--- src/rtl/ltl_seq_pkg.sv ---
// Shared types and constants for the LTL monitor sequencer.
package ltl_seq_pkg;

  localparam int SYM_W         = 8;
  localparam int LTL_SEQ_CNT_W = 32;

  typedef enum logic [2:0] {
    ST_IDLE  = 3'd0,
    ST_RST   = 3'd1,
    ST_RUN   = 3'd2,
    ST_DRAIN = 3'd3,
    ST_DONE  = 3'd4
  } ltl_seq_state_e;

endpackage

--- src/rtl/ltl_seq_fifo.sv ---
// Synchronous symbol FIFO with a flush that empties it on the next edge.
module ltl_seq_fifo
  import ltl_seq_pkg::*;
#(
  parameter int DEPTH = 4
) (
  input  logic             i_clk,
  input  logic             i_rst,
  input  logic             i_flush,
  input  logic             i_wr_en,
  input  logic [SYM_W-1:0] i_wr_data,
  input  logic             i_rd_en,
  output logic [SYM_W-1:0] o_rd_data,
  output logic             o_full,
  output logic             o_empty
);

  localparam int AW = $clog2(DEPTH);

  logic [SYM_W-1:0] r_mem [DEPTH];
  logic [AW-1:0]    r_wptr;
  logic [AW-1:0]    r_rptr;
  logic [AW:0]      r_cnt;
  logic             w_wr;
  logic             w_rd;

  assign o_full    = (r_cnt == (AW+1)'(DEPTH));
  assign o_empty   = (r_cnt == '0);
  assign w_wr      = i_wr_en & ~o_full;
  assign w_rd      = i_rd_en & ~o_empty;
  assign o_rd_data = r_mem[r_rptr];

  always_ff @(posedge i_clk or posedge i_rst) begin
    if (i_rst) begin
      r_wptr <= '0;
      r_rptr <= '0;
      r_cnt  <= '0;
    end else if (i_flush) begin
      r_wptr <= '0;
      r_rptr <= '0;
      r_cnt  <= '0;
    end else begin
      if (w_wr) r_wptr <= r_wptr + AW'(1);
      if (w_rd) r_rptr <= r_rptr + AW'(1);
      r_cnt <= r_cnt + (AW+1)'(w_wr) - (AW+1)'(w_rd);
    end
  end

  // Storage needs no reset; occupancy is tracked by r_cnt.
  always_ff @(posedge i_clk) begin
    if (w_wr) r_mem[r_wptr] <= i_wr_data;
  end

endmodule

--- src/rtl/ltl_monitor_sequencer.sv ---
// Sequences one LTL automata cluster: buffers trace symbols, brackets the trace with
// the automata reset, and folds report lines into sticky verdicts. LTL_SEQ_REPORT_IDX_EN adds o_report_idx.
module ltl_monitor_sequencer
  import ltl_seq_pkg::*;
#(
  parameter int NUM_REPORTS  = 4,
  parameter int FIFO_DEPTH   = 4,
  parameter int RESET_CYCLES = 2,
  parameter int CNT_W        = LTL_SEQ_CNT_W
) (
  input  logic                   i_clk,
  input  logic                   i_reset,
  input  logic                   i_start,
  input  logic                   i_stop,
  input  logic                   i_sym_valid,
  input  logic [SYM_W-1:0]       i_sym_data,
  output logic                   o_sym_ready,
  output logic                   o_auto_reset,
  output logic                   o_auto_run,
  output logic [SYM_W-1:0]       o_auto_symbols,
  input  logic [NUM_REPORTS-1:0] i_auto_report,
  output logic                   o_busy,
  output logic                   o_done,
  output logic                   o_violation,
  output logic [NUM_REPORTS-1:0] o_report_vec,
  output logic [CNT_W-1:0]       o_sym_count
`ifdef LTL_SEQ_REPORT_IDX_EN
  ,
  output logic [CNT_W-1:0]       o_report_idx
`endif
);

  localparam int RCW = $clog2(RESET_CYCLES + 1);

  ltl_seq_state_e r_state;
  ltl_seq_state_e w_nxt;

  logic [RCW-1:0]         r_rst_cnt;
  logic                   r_stop_seen;
  logic                   r_rdy_en;
  logic                   r_auto_reset;
  logic                   r_auto_run;
  logic [SYM_W-1:0]       r_auto_symbols;
  logic                   r_run_q;
  logic                   r_busy;
  logic                   r_done;
  logic                   r_violation;
  logic [NUM_REPORTS-1:0] r_report_vec;
  logic [CNT_W-1:0]       r_sym_count;

  logic                   w_stop_nxt;
  logic                   w_pop;
  logic                   w_rst_exp;
  logic                   w_full;
  logic                   w_empty;
  logic                   w_wr;
  logic [SYM_W-1:0]       w_fifo_data;

  assign w_rst_exp   = (r_rst_cnt >= RCW'(RESET_CYCLES - 1));
  // Ready enable is registered; full gates it in the same cycle.
  assign o_sym_ready = r_rdy_en & ~w_full;
  assign w_wr        = i_sym_valid & o_sym_ready;

  ltl_seq_fifo #(
    .DEPTH (FIFO_DEPTH)
  ) u_fifo (
    .i_clk     (i_clk),
    .i_rst     (i_reset),
    .i_flush   (i_start),
    .i_wr_en   (w_wr),
    .i_wr_data (i_sym_data),
    .i_rd_en   (w_pop),
    .o_rd_data (w_fifo_data),
    .o_full    (w_full),
    .o_empty   (w_empty)
  );

  always_comb begin
    w_nxt      = r_state;
    w_pop      = 1'b0;
    w_stop_nxt = r_stop_seen;
    if (i_start) begin
      w_nxt      = ST_RST;
      w_stop_nxt = 1'b0;
    end else begin
      case (r_state)
        ST_IDLE: ;
        ST_RST: begin
          if (i_stop) w_stop_nxt = 1'b1;
          if (w_rst_exp && !w_empty) begin
            w_nxt = ST_RUN;
            w_pop = 1'b1;
          end else if (w_rst_exp && r_stop_seen) begin
            w_nxt = ST_DRAIN;
          end
        end
        ST_RUN: begin
          if (i_stop) w_stop_nxt = 1'b1;
          if (!w_empty) w_pop = 1'b1;
          else if (r_stop_seen) w_nxt = ST_DRAIN;
        end
        ST_DRAIN: w_nxt = ST_DONE;
        ST_DONE:  w_nxt = ST_IDLE;
        default:  w_nxt = ST_IDLE;
      endcase
    end
  end

  always_ff @(posedge i_clk or posedge i_reset) begin
    if (i_reset) begin
      r_state        <= ST_IDLE;
      r_rst_cnt      <= '0;
      r_stop_seen    <= 1'b0;
      r_rdy_en       <= 1'b0;
      r_auto_reset   <= 1'b1;
      r_auto_run     <= 1'b0;
      r_auto_symbols <= '0;
      r_run_q        <= 1'b0;
      r_busy         <= 1'b0;
      r_done         <= 1'b0;
      r_violation    <= 1'b0;
      r_report_vec   <= '0;
      r_sym_count    <= '0;
    end else begin
      r_state     <= w_nxt;
      r_stop_seen <= w_stop_nxt;
      r_busy      <= (w_nxt != ST_IDLE);
      r_done      <= (w_nxt == ST_DONE);
      r_rdy_en    <= ((w_nxt == ST_RST) || (w_nxt == ST_RUN)) && !w_stop_nxt;
      // Dropping reset on the pop edge lines start_of_data up with symbol 0.
      r_auto_reset <= !((w_nxt == ST_RUN) || (w_nxt == ST_DRAIN));
      r_auto_run   <= w_pop;
      if (w_pop) r_auto_symbols <= w_fifo_data;
      r_run_q <= r_auto_run & ~i_start;

      if (r_state == ST_RST && !w_rst_exp) r_rst_cnt <= r_rst_cnt + RCW'(1);

      if (i_start) begin
        r_rst_cnt    <= '0;
        r_sym_count  <= '0;
        r_violation  <= 1'b0;
        r_report_vec <= '0;
      end else begin
        if (w_pop && !(&r_sym_count)) r_sym_count <= r_sym_count + CNT_W'(1);
        if (r_run_q) begin
          r_report_vec <= r_report_vec | i_auto_report;
          r_violation  <= r_violation | (|i_auto_report);
        end
      end
    end
  end

`ifdef LTL_SEQ_REPORT_IDX_EN
  logic [CNT_W-1:0] r_q_idx;
  logic [CNT_W-1:0] r_report_idx;

  // r_q_idx trails the issue by one cycle so it names the symbol run_q qualifies.
  always_ff @(posedge i_clk or posedge i_reset) begin
    if (i_reset) begin
      r_q_idx      <= '0;
      r_report_idx <= '0;
    end else begin
      r_q_idx <= r_sym_count - CNT_W'(1);
      if (i_start) r_report_idx <= '0;
      else if (r_run_q && !r_violation && (|i_auto_report)) r_report_idx <= r_q_idx;
    end
  end

  assign o_report_idx = r_report_idx;
`endif

  assign o_auto_reset   = r_auto_reset;
  assign o_auto_run     = r_auto_run;
  assign o_auto_symbols = r_auto_symbols;
  assign o_busy         = r_busy;
  assign o_done         = r_done;
  assign o_violation    = r_violation;
  assign o_report_vec   = r_report_vec;
  assign o_sym_count    = r_sym_count;

endmodule

--- config.mk ---
export PLATFORM = sky130hd
export DESIGN_NAME = ltl_monitor_sequencer
export DESIGN_NICKNAME = d
export VERILOG_FILES = /design/src/rtl/ltl_seq_pkg.sv /design/src/rtl/ltl_seq_fifo.sv /design/src/rtl/ltl_monitor_sequencer.sv
export SDC_FILE = /design/constraint.sdc
export NUM_CORES = 1
export LEC_CHECK = 0
export ABC_AREA = 1
export BUFFER_PORTS_ARGS = -buffer_cell sky130_fd_sc_hd__clkbuf_2
export CAP_MARGIN = 20
export CORE_MARGIN = 10
export CORE_UTILIZATION = 51
export CTS_BUF_LIST = sky130_fd_sc_hd__clkbuf_8
export CTS_CLUSTER_SIZE = 40
export DETAILED_ROUTE_END_ITERATION = 10
export PLACE_DENSITY = 0.77
export REMOVE_ABC_BUFFERS = 1
export SLEW_MARGIN = 20
export SYNTH_ARGS = -nofsm -noshare
export SYNTH_HDL_FRONTEND = slang
export SYNTH_SLANG_ARGS = --single-unit
--- constraint.sdc ---
create_clock -name i_clk -period 3.2 [get_ports i_clk]
set_input_delay 0.96 -clock i_clk [delete_from_list [all_inputs] [get_ports i_clk]]
set_output_delay 0.96 -clock i_clk [all_outputs]
set_load 0.02 [all_outputs]
==> flow_metrics.py, run 1 <==
metrics = {
    "status": {
        "status": "complete, no violations",
    },
    "synthesis": {
        "synthSimpleGateAreaFrac": 0.281,
        "synth_top_family_by_area": "simple AND/OR/NAND/NOR gates",
        "synthTopCellsByArea": "dfrtp_1 33%, edfxtp_1 20%, nand2_1 11%, nor2_1 9.5%, nand3_1 4.2%",
        "synthAdderAreaFrac": 0.0250,
        "ys_seq_elements": 96,
        "synth_top_area_share": 0.329,
        "synth.largest_area_cell": "dfrtp_1",
        "ys_seq_area_frac": 0.535,
        "synthXorXnorAreaFrac": 0.0292,
        "netlist_area_um2": 4800,
        "synthCells": 573,
        "synthMuxAreaShare": 0,
        "ys.warnings.count": 0,
        "synth_compound_area_frac": 0.0725,
        "avgSynthCellArea_um2": 8.37,
        "ys_types": 33,
    },
    "final_layout": {
        "mostFrequentLayoutCells": "145 x nand2_1, 122 x nor2_1, 66 x clkbuf_2",
        "antennaDiodeCount": 0,
        "fin_util": 0.590,
        "final_common_cell": "nand2_1",
        "nNetsFinal": 667,
        "drive_gt1_frac": 0.159,
        "syn_to_final_growth_pct": 13.1,
    },
    "clock_tree": {
        "ctsHoldBuffers": 0,
        "post_cts_buffers": 0,
        "post_cts_resized": 0,
        "htreeDepth": 3,
        "clk_pin_slew_worst_paths_ps": 110,
        "cts_tree": "built",
        "cts_made_buffers": 9,
        "cts_num_sinks": 96,
        "cts_max_path_buffers": 2,
        "clock_latency_ps": 370,
        "cts-root-buf": "clkbuf_8",
    },
    "setup_path": {
        "start_kind": "register",
        "path_class": "register to output pin",
        "cp_max_fo": 4,
        "r2r-start": "r_state[0]$_DFF_PP0_",
        "rrSetupSlack_ps": 910,
        "r2r_cells": 12,
        "end_kind": "output pin",
        "r2r_end": "u_fifo.r_cnt[2]$_DFF_PP0_",
        "worstPathArrival_ps": 1360,
        "crit_required_ps": 2240,
    },
    "floorplan": {
        "die_x_um": 117,
        "die_h_um": 117,
        "die_area_um2": 13700,
        "pin_count": 67,
        "initial_core_util": 0.521,
        "design.core.area_um2": 9200,
        "rows": 35,
    },
    "placed_design": {
        "io_buffers": 66,
        "place_hpwl_um": 8250,
        "place_ws_ps": 760,
        "place_congestion": 0.974,
    },
    "worst_hold_path": {
        "hold_path_class": "register to register",
        "holdPathEnd": "o_done$_DFF_PP0_",
        "worstHoldStart": "r_state[2]$_DFF_PP0_",
        "whs_path_depth": 1,
    },
    "global_routing": {
        "grt_pass1_wl_um": 18800,
        "grt_max_degree": 65,
        "antenna_found_initial": 0,
        "grtUsageTotal": 0.172,
        "grt_overflow": 0,
        "grt_pass1_vias": 3958,
    },
    "route": {
        "vias_per_cell": 5.29,
        "drtIter0Drc": 274,
        "via_count": 4007,
        "drt-wirelength-per-cell_um": 15.0,
        "first_pass_iters": 5,
        "wl_um": 11300,
        "drtAntennaViolNets": 0,
        "drc": 0,
    },
    "job": {
        "maxCapViolCount": 0,
    },
    "sta": {
        "worst_pin_slew_ps": 803,
        "fmax_ghz": 0.432,
        "period_needed_ps": 2320,
        "hold_viol_final": 0,
        "slew_violations": 0,
        "fin_crit_sh": 0.724,
        "clock_skew_ps": 19.1,
        "fin_setup_tns_ps": 0,
        "rsz0062_at_grt": "no",
        "worst_slack_ps": 883,
        "setup_viol": 0,
        "max-slew-margin-rel": 0.463,
    },
    "power": {
        "ir_worst_vdd_v": 0.000330,
        "power_leakage_nw": 2.44,
        "p_per_area_nw_per_um2": 593,
    },
}
==> Yosys cell counts (all sizes together) <==
cell type / instances
o21ai: 43
clkbuf: 9
xnor2: 8
edfxtp: 32
clkinv: 1
dfrtp: 63
a21oi: 10
a31oi: 9
nor2: 126
nand4: 3
xor2: 8
nor3: 1
buf: 5
o31ai: 1
inv: 50
nand3: 41
dfstp: 1
fa: 1
ha: 8
nor4: 2
nor3b: 1
nand2: 150
==> report_power, final <==
part           switching (mW)  internal (mW)  total, mW  leakage (nW)
logic                   0.587          0.261      0.848          1.20
clock network           0.483          0.307      0.790        0.0973
registers               0.128           1.45       1.58          1.14
total                    1.20           2.02       3.22          2.44
==> critical path, cell delays in order, from the launching register on <==
cell	delay, ps
dfrtp_1	450
nor2_1	60
a21oi_1	250
clkbuf_2	230
==> flip-flops by register name, summed over array words and instances (netlist names) <==
register and count:
o_sym_count 32, o_auto_reset 1, o_busy 1, o_done 1, u_fifo.r_mem 32, o_report_vec 4
u_fifo.r_rptr 2, r_stop_seen 1, o_auto_symbols 8, o_auto_run 1, r_run_q 1, r_rst_cnt 2
u_fifo.r_wptr 2, u_fifo.r_cnt 3, o_violation 1, r_state 3, r_rdy_en 1
==> how the worst max path moves through the flow <==
stage,from,end,slack [ps],depth (start not counted)
floorplan,i_start,u_fifo.r_cnt[2]$_DFF_PP0_,610,8
global placement,i_start,u_fifo.r_cnt[2]$_DFF_PP0_,820,9
detailed placement,i_start,o_sym_count[3]$_DFFE_PP0P_,760,7
CTS,u_fifo.r_cnt[1]$_DFF_PP0_,o_sym_ready,870,3
global route,r_state[0]$_DFF_PP0_,u_fifo.r_cnt[2]$_DFF_PP0_,770,12
finish,u_fifo.r_cnt[1]$_DFF_PP0_,o_sym_ready,880,3
==> final cells by class <==
class	count	area, um2
Fill cell	801	3770
Sequential cell	96	2560
Multi-Input combinational cell	412	1950
Timing Repair Buffer	71	380
Inverter	51	191
Tap cell	111	139
Clock buffer	9	124
Clock inverter	7	70.1
==> metal layers <==
metal | share of wire | track usage | wire length [um] | up-vias
met5 | 0 | 0 | 0 | -
met4 | 0.018 | 0.0535 | 200 | 0
met3 | 0.063 | 0.0347 | 708 | 18
met2 | 0.50 | 0.301 | 5670 | 118
met1 | 0.42 | 0.207 | 4750 | 1894
li1 | - | - | - | 1977
==> through the flow <==
step	instance area (um2)	hold WS [ps]	std cells	power (mW)
2_1_floorplan	4710	453	559	2.15
3_3_place_gp	5230	468	741	2.42
3_5_place_dp	5230	480	741	2.46
4_1_cts	5420	493	757	3.24
5_1_grt	5420	536	757	3.42
6_report	5420	488	757	3.22
==> kinds of logic (layout without fill, tap and decap cells) <==
group                      count (synthesis)  after routing
and+or+nand+nor                          324            324
DFF                                       96             96
buffers and inverters                     65            138
AOI/OAI and AO/OA                         63             63
xor gates and xnor gates                  16             16
adders and majority gates                  9              9
Note: power is estimated with default switching activity, not from simulation.
==> inputs of run 2 (changes only) <==
--- a/config.mk
+++ b/config.mk
@@ -5,7 +5,7 @@
 export SDC_FILE = /design/constraint.sdc
 export NUM_CORES = 1
 export LEC_CHECK = 0
-export ABC_AREA = 1
+export ABC_AREA = 0
 export BUFFER_PORTS_ARGS = -buffer_cell sky130_fd_sc_hd__clkbuf_2
 export CAP_MARGIN = 20
 export CORE_MARGIN = 10
@@ -13,7 +13,7 @@
 export CTS_BUF_LIST = sky130_fd_sc_hd__clkbuf_8
 export CTS_CLUSTER_SIZE = 40
 export DETAILED_ROUTE_END_ITERATION = 10
-export PLACE_DENSITY = 0.77
+export PLACE_DENSITY = 0.78
 export REMOVE_ABC_BUFFERS = 1
 export SLEW_MARGIN = 20
 export SYNTH_ARGS = -nofsm -noshare
==> constraint.sdc (replaced) <==
create_clock -name i_clk -period 2.22 [get_ports i_clk]
set_input_delay 0.666 -clock i_clk [delete_from_list [all_inputs] [get_ports i_clk]]
set_output_delay 0.666 -clock i_clk [all_outputs]
set_load 0.02 [all_outputs]
==> run 2 against run 1 <==
  * The run now ends with negative setup slack left
  * Final area is 1.5% higher
  * First-iteration DRC count is 20% lower
  * Routed wire length is 5.9% lower
==> flow_metrics.py, run 2 <==
metrics = {
    "status": {
        "status": "complete, but fails checks",
        "violations": "negative setup slack",
    },
    "route": {
        "vias_per_cell": 5.79,
        "drc": 0,
        "drtAntennaViolNets": 0,
        "first_pass_iters": 4,
        "via_count": 3457,
        "wl_um": 10700,
        "drt-wirelength-per-cell_um": 17.9,
        "drtIter0Drc": 219,
    },
    "floorplan": {
        "pin_count": 67,
        "die_x_um": 113,
        "die_h_um": 113,
        "rows": 33,
        "initial_core_util": 0.531,
        "design.core.area_um2": 8300,
        "die_area_um2": 12800,
    },
    "synthesis": {
        "ys_seq_area_frac": 0.582,
        "synthCells": 380,
        "ys_types": 49,
        "ys.warnings.count": 0,
        "synth.largest_area_cell": "dfrtp_1",
        "synth_top_area_share": 0.358,
        "async_flop_share": 0.667,
        "ys.flop_type": "dfrtp_1",
        "netlist_area_um2": 4400,
        "yosys.cell_count.top_type": "dfrtp_1",
        "avgSynthCellArea_um2": 11.6,
        "synth_top_cells_by_count": "63 x dfrtp_1, 37 x nand2_1, 32 x edfxtp_1, 25 x a21oi_1, 22 x nor2_1",
        "ys_seq_elements": 96,
        "synth_edf_count": 32,
        "synthTopCellsByArea": "dfrtp_1 36%, edfxtp_1 22%, mux4_2 4.1%, nand2_1 3.2%, a21oi_1 2.8%",
    },
    "final_layout": {
        "antennaDiodeCount": 0,
        "syn_to_final_growth_pct": 25.0,
        "mostFrequentLayoutCells": "66 x clkbuf_2, 63 x dfrtp_1, 41 x buf_4",
        "drive_gt1_frac": 0.329,
        "nNetsFinal": 513,
        "final_common_cell": "clkbuf_2",
    },
    "clock_tree": {
        "htreeDepth": 3,
        "cts_made_buffers": 9,
        "clk_pin_slew_worst_paths_ps": 110,
        "cts-root-buf": "clkbuf_8",
        "cts_max_path_buffers": 2,
        "clock_latency_ps": 380,
        "ctsHoldBuffers": 0,
        "cts_num_sinks": 96,
        "cts_tree": "built",
    },
    "sta": {
        "worst_slack_ps": -107,
        "fin_crit_sh": 1.05,
        "slew_violations": 0,
        "rsz0062_at_grt": "yes",
        "fmax_ghz": 0.430,
        "clock_skew_ps": 16.2,
        "fin_setup_tns_ps": -107,
        "period_needed_ps": 2330,
        "timing.hold.ws_ps": 269,
        "hold_viol_final": 0,
        "max-slew-margin-rel": 0.612,
        "worst_pin_slew_ps": 577,
        "setup_viol": 1,
    },
    "global_routing": {
        "antenna_found_initial": 0,
        "grt_overflow": 0,
        "grt_pass1_wl_um": 17100,
        "grtUsageTotal": 0.162,
        "grt_pass1_vias": 3506,
        "grt_max_degree": 39,
    },
    "placed_design": {
        "place_congestion": 0.794,
        "io_buffers": 66,
        "place_hpwl_um": 7330,
    },
    "setup_path": {
        "end_kind": "register",
        "path_class": "register to register",
        "crit_required_ps": 2470,
        "worstPathArrival_ps": 2580,
        "cp_max_fo": 2,
        "start_kind": "register",
    },
    "worst_hold_path": {
        "hold_path_class": "input pin to async pin",
    },
    "power": {
        "power_leakage_nw": 2.37,
        "p_per_area_nw_per_um2": 921,
        "ir_worst_vdd_v": 0.000724,
    },
    "job": {
        "maxCapViolCount": 0,
    },
}
run 2: changes by cell type in the layout (fill, tap and decap cells not counted), sizes merged, moves of 15 or more:
cell / before / now
o21ai: 43 / 15
nand3: 41 / 14
nor2: 126 / 22
nand2: 150 / 37
or3: 0 / 15
a21oi: 10 / 25
buf: 5 / 46
inv: 54 / 18
run 2: final timing paths:
path | startpoint | to | slack [ps] | cells after the start
worst max-delay path | u_fifo.r_cnt[0]$_DFF_PP0_ | u_fifo.r_cnt[2]$_DFF_PP0_ | -110 | 11
worst min-delay path | i_reset | u_fifo.r_rptr[1]$_DFFE_PP0P_ | 270 | 2
worst max register to register | u_fifo.r_cnt[0]$_DFF_PP0_ | u_fifo.r_cnt[2]$_DFF_PP0_ | -110 | 11
worst min register to register | o_auto_symbols[5]$_DFFE_PP0N_ | o_auto_symbols[5]$_DFFE_PP0N_ | 490 | 2
max in group asynchronous | i_reset | o_report_vec[1]$_DFFE_PP0P_ | 1380 | 3
min in group i_clk | i_sym_data[3] | u_fifo.r_mem[0][3]$_DFFE_PP_ | 490 | 1
run 2: cell families (layout without fill, tap and decap cells):
family          after synthesis  count (layout)  synth area share
buf+inv                      31             143            0.0310
compound gates               72              72             0.103
xor+xnor                      6               6            0.0119
fa+ha+maj                     9               9            0.0273
mux                          12              12            0.0500
simple gates                154             154             0.195
flops                        96              96             0.582
run 2: metal layers:
metal / up-vias / track usage / wire, um
li1: 1633 / - / -
met1: 1710 / 0.201 / 4690
met2: 102 / 0.273 / 5160
met3: 12 / 0.0391 / 659
met4: 0 / 0.0508 / 151
met5: - / 0 / 0
run 2: power by group:
group / switching, mW / total [mW] / leakage, nW / internal (mW)
clock network: 0.733 / 1.19 / 0.107 / 0.461
registers: 0.184 / 2.28 / 1.15 / 2.10
logic: 0.852 / 1.60 / 1.11 / 0.746
run 2: metrics by stage:
step / area (um2) / setup WS, ps / utilization / std cells / power, mW
global placement: 5100 / -214 / 0.614 / 575 / 3.63
finish: 5510 / -107 / 0.664 / 597 / 5.07
floorplan: 4320 / -1200 / - / 364 / 3.16
detailed placement: 5100 / -319 / 0.614 / 575 / 3.69
CTS: 5370 / -138 / 0.647 / 593 / 4.95
global route: 5510 / -219 / 0.664 / 597 / 5.37
run 2: cell type report:
class / instances / area [um2]
tap: 105 / 131
clock inverter: 7 / 93.8
fill: 600 / 2790
clock buffer: 9 / 124
inverter: 15 / 58.8
multi-input combinational: 253 / 1820
sequential: 96 / 2560
timing repair buffer: 112 / 712
run 2: timing repair:
item	4_1_cts	5_1_grt
pin swaps	3	5
hold endpoints to repair	0	0
cloned	0	1
buffers inserted	2	5
gates resized for setup	10	23
endpoints found under the setup margin	8	26
run 2: critical path, cell delays in order, from the launching register on:
cell and delay (ps):
dfrtp_1 410, or3_4 400, o211ai_1 130, inv_1 140, ha_4 240, inv_4 60
ha_4 120, inv_2 30, fa_2 350, xor2_2 160, xnor2_1 130, nor2_1 50
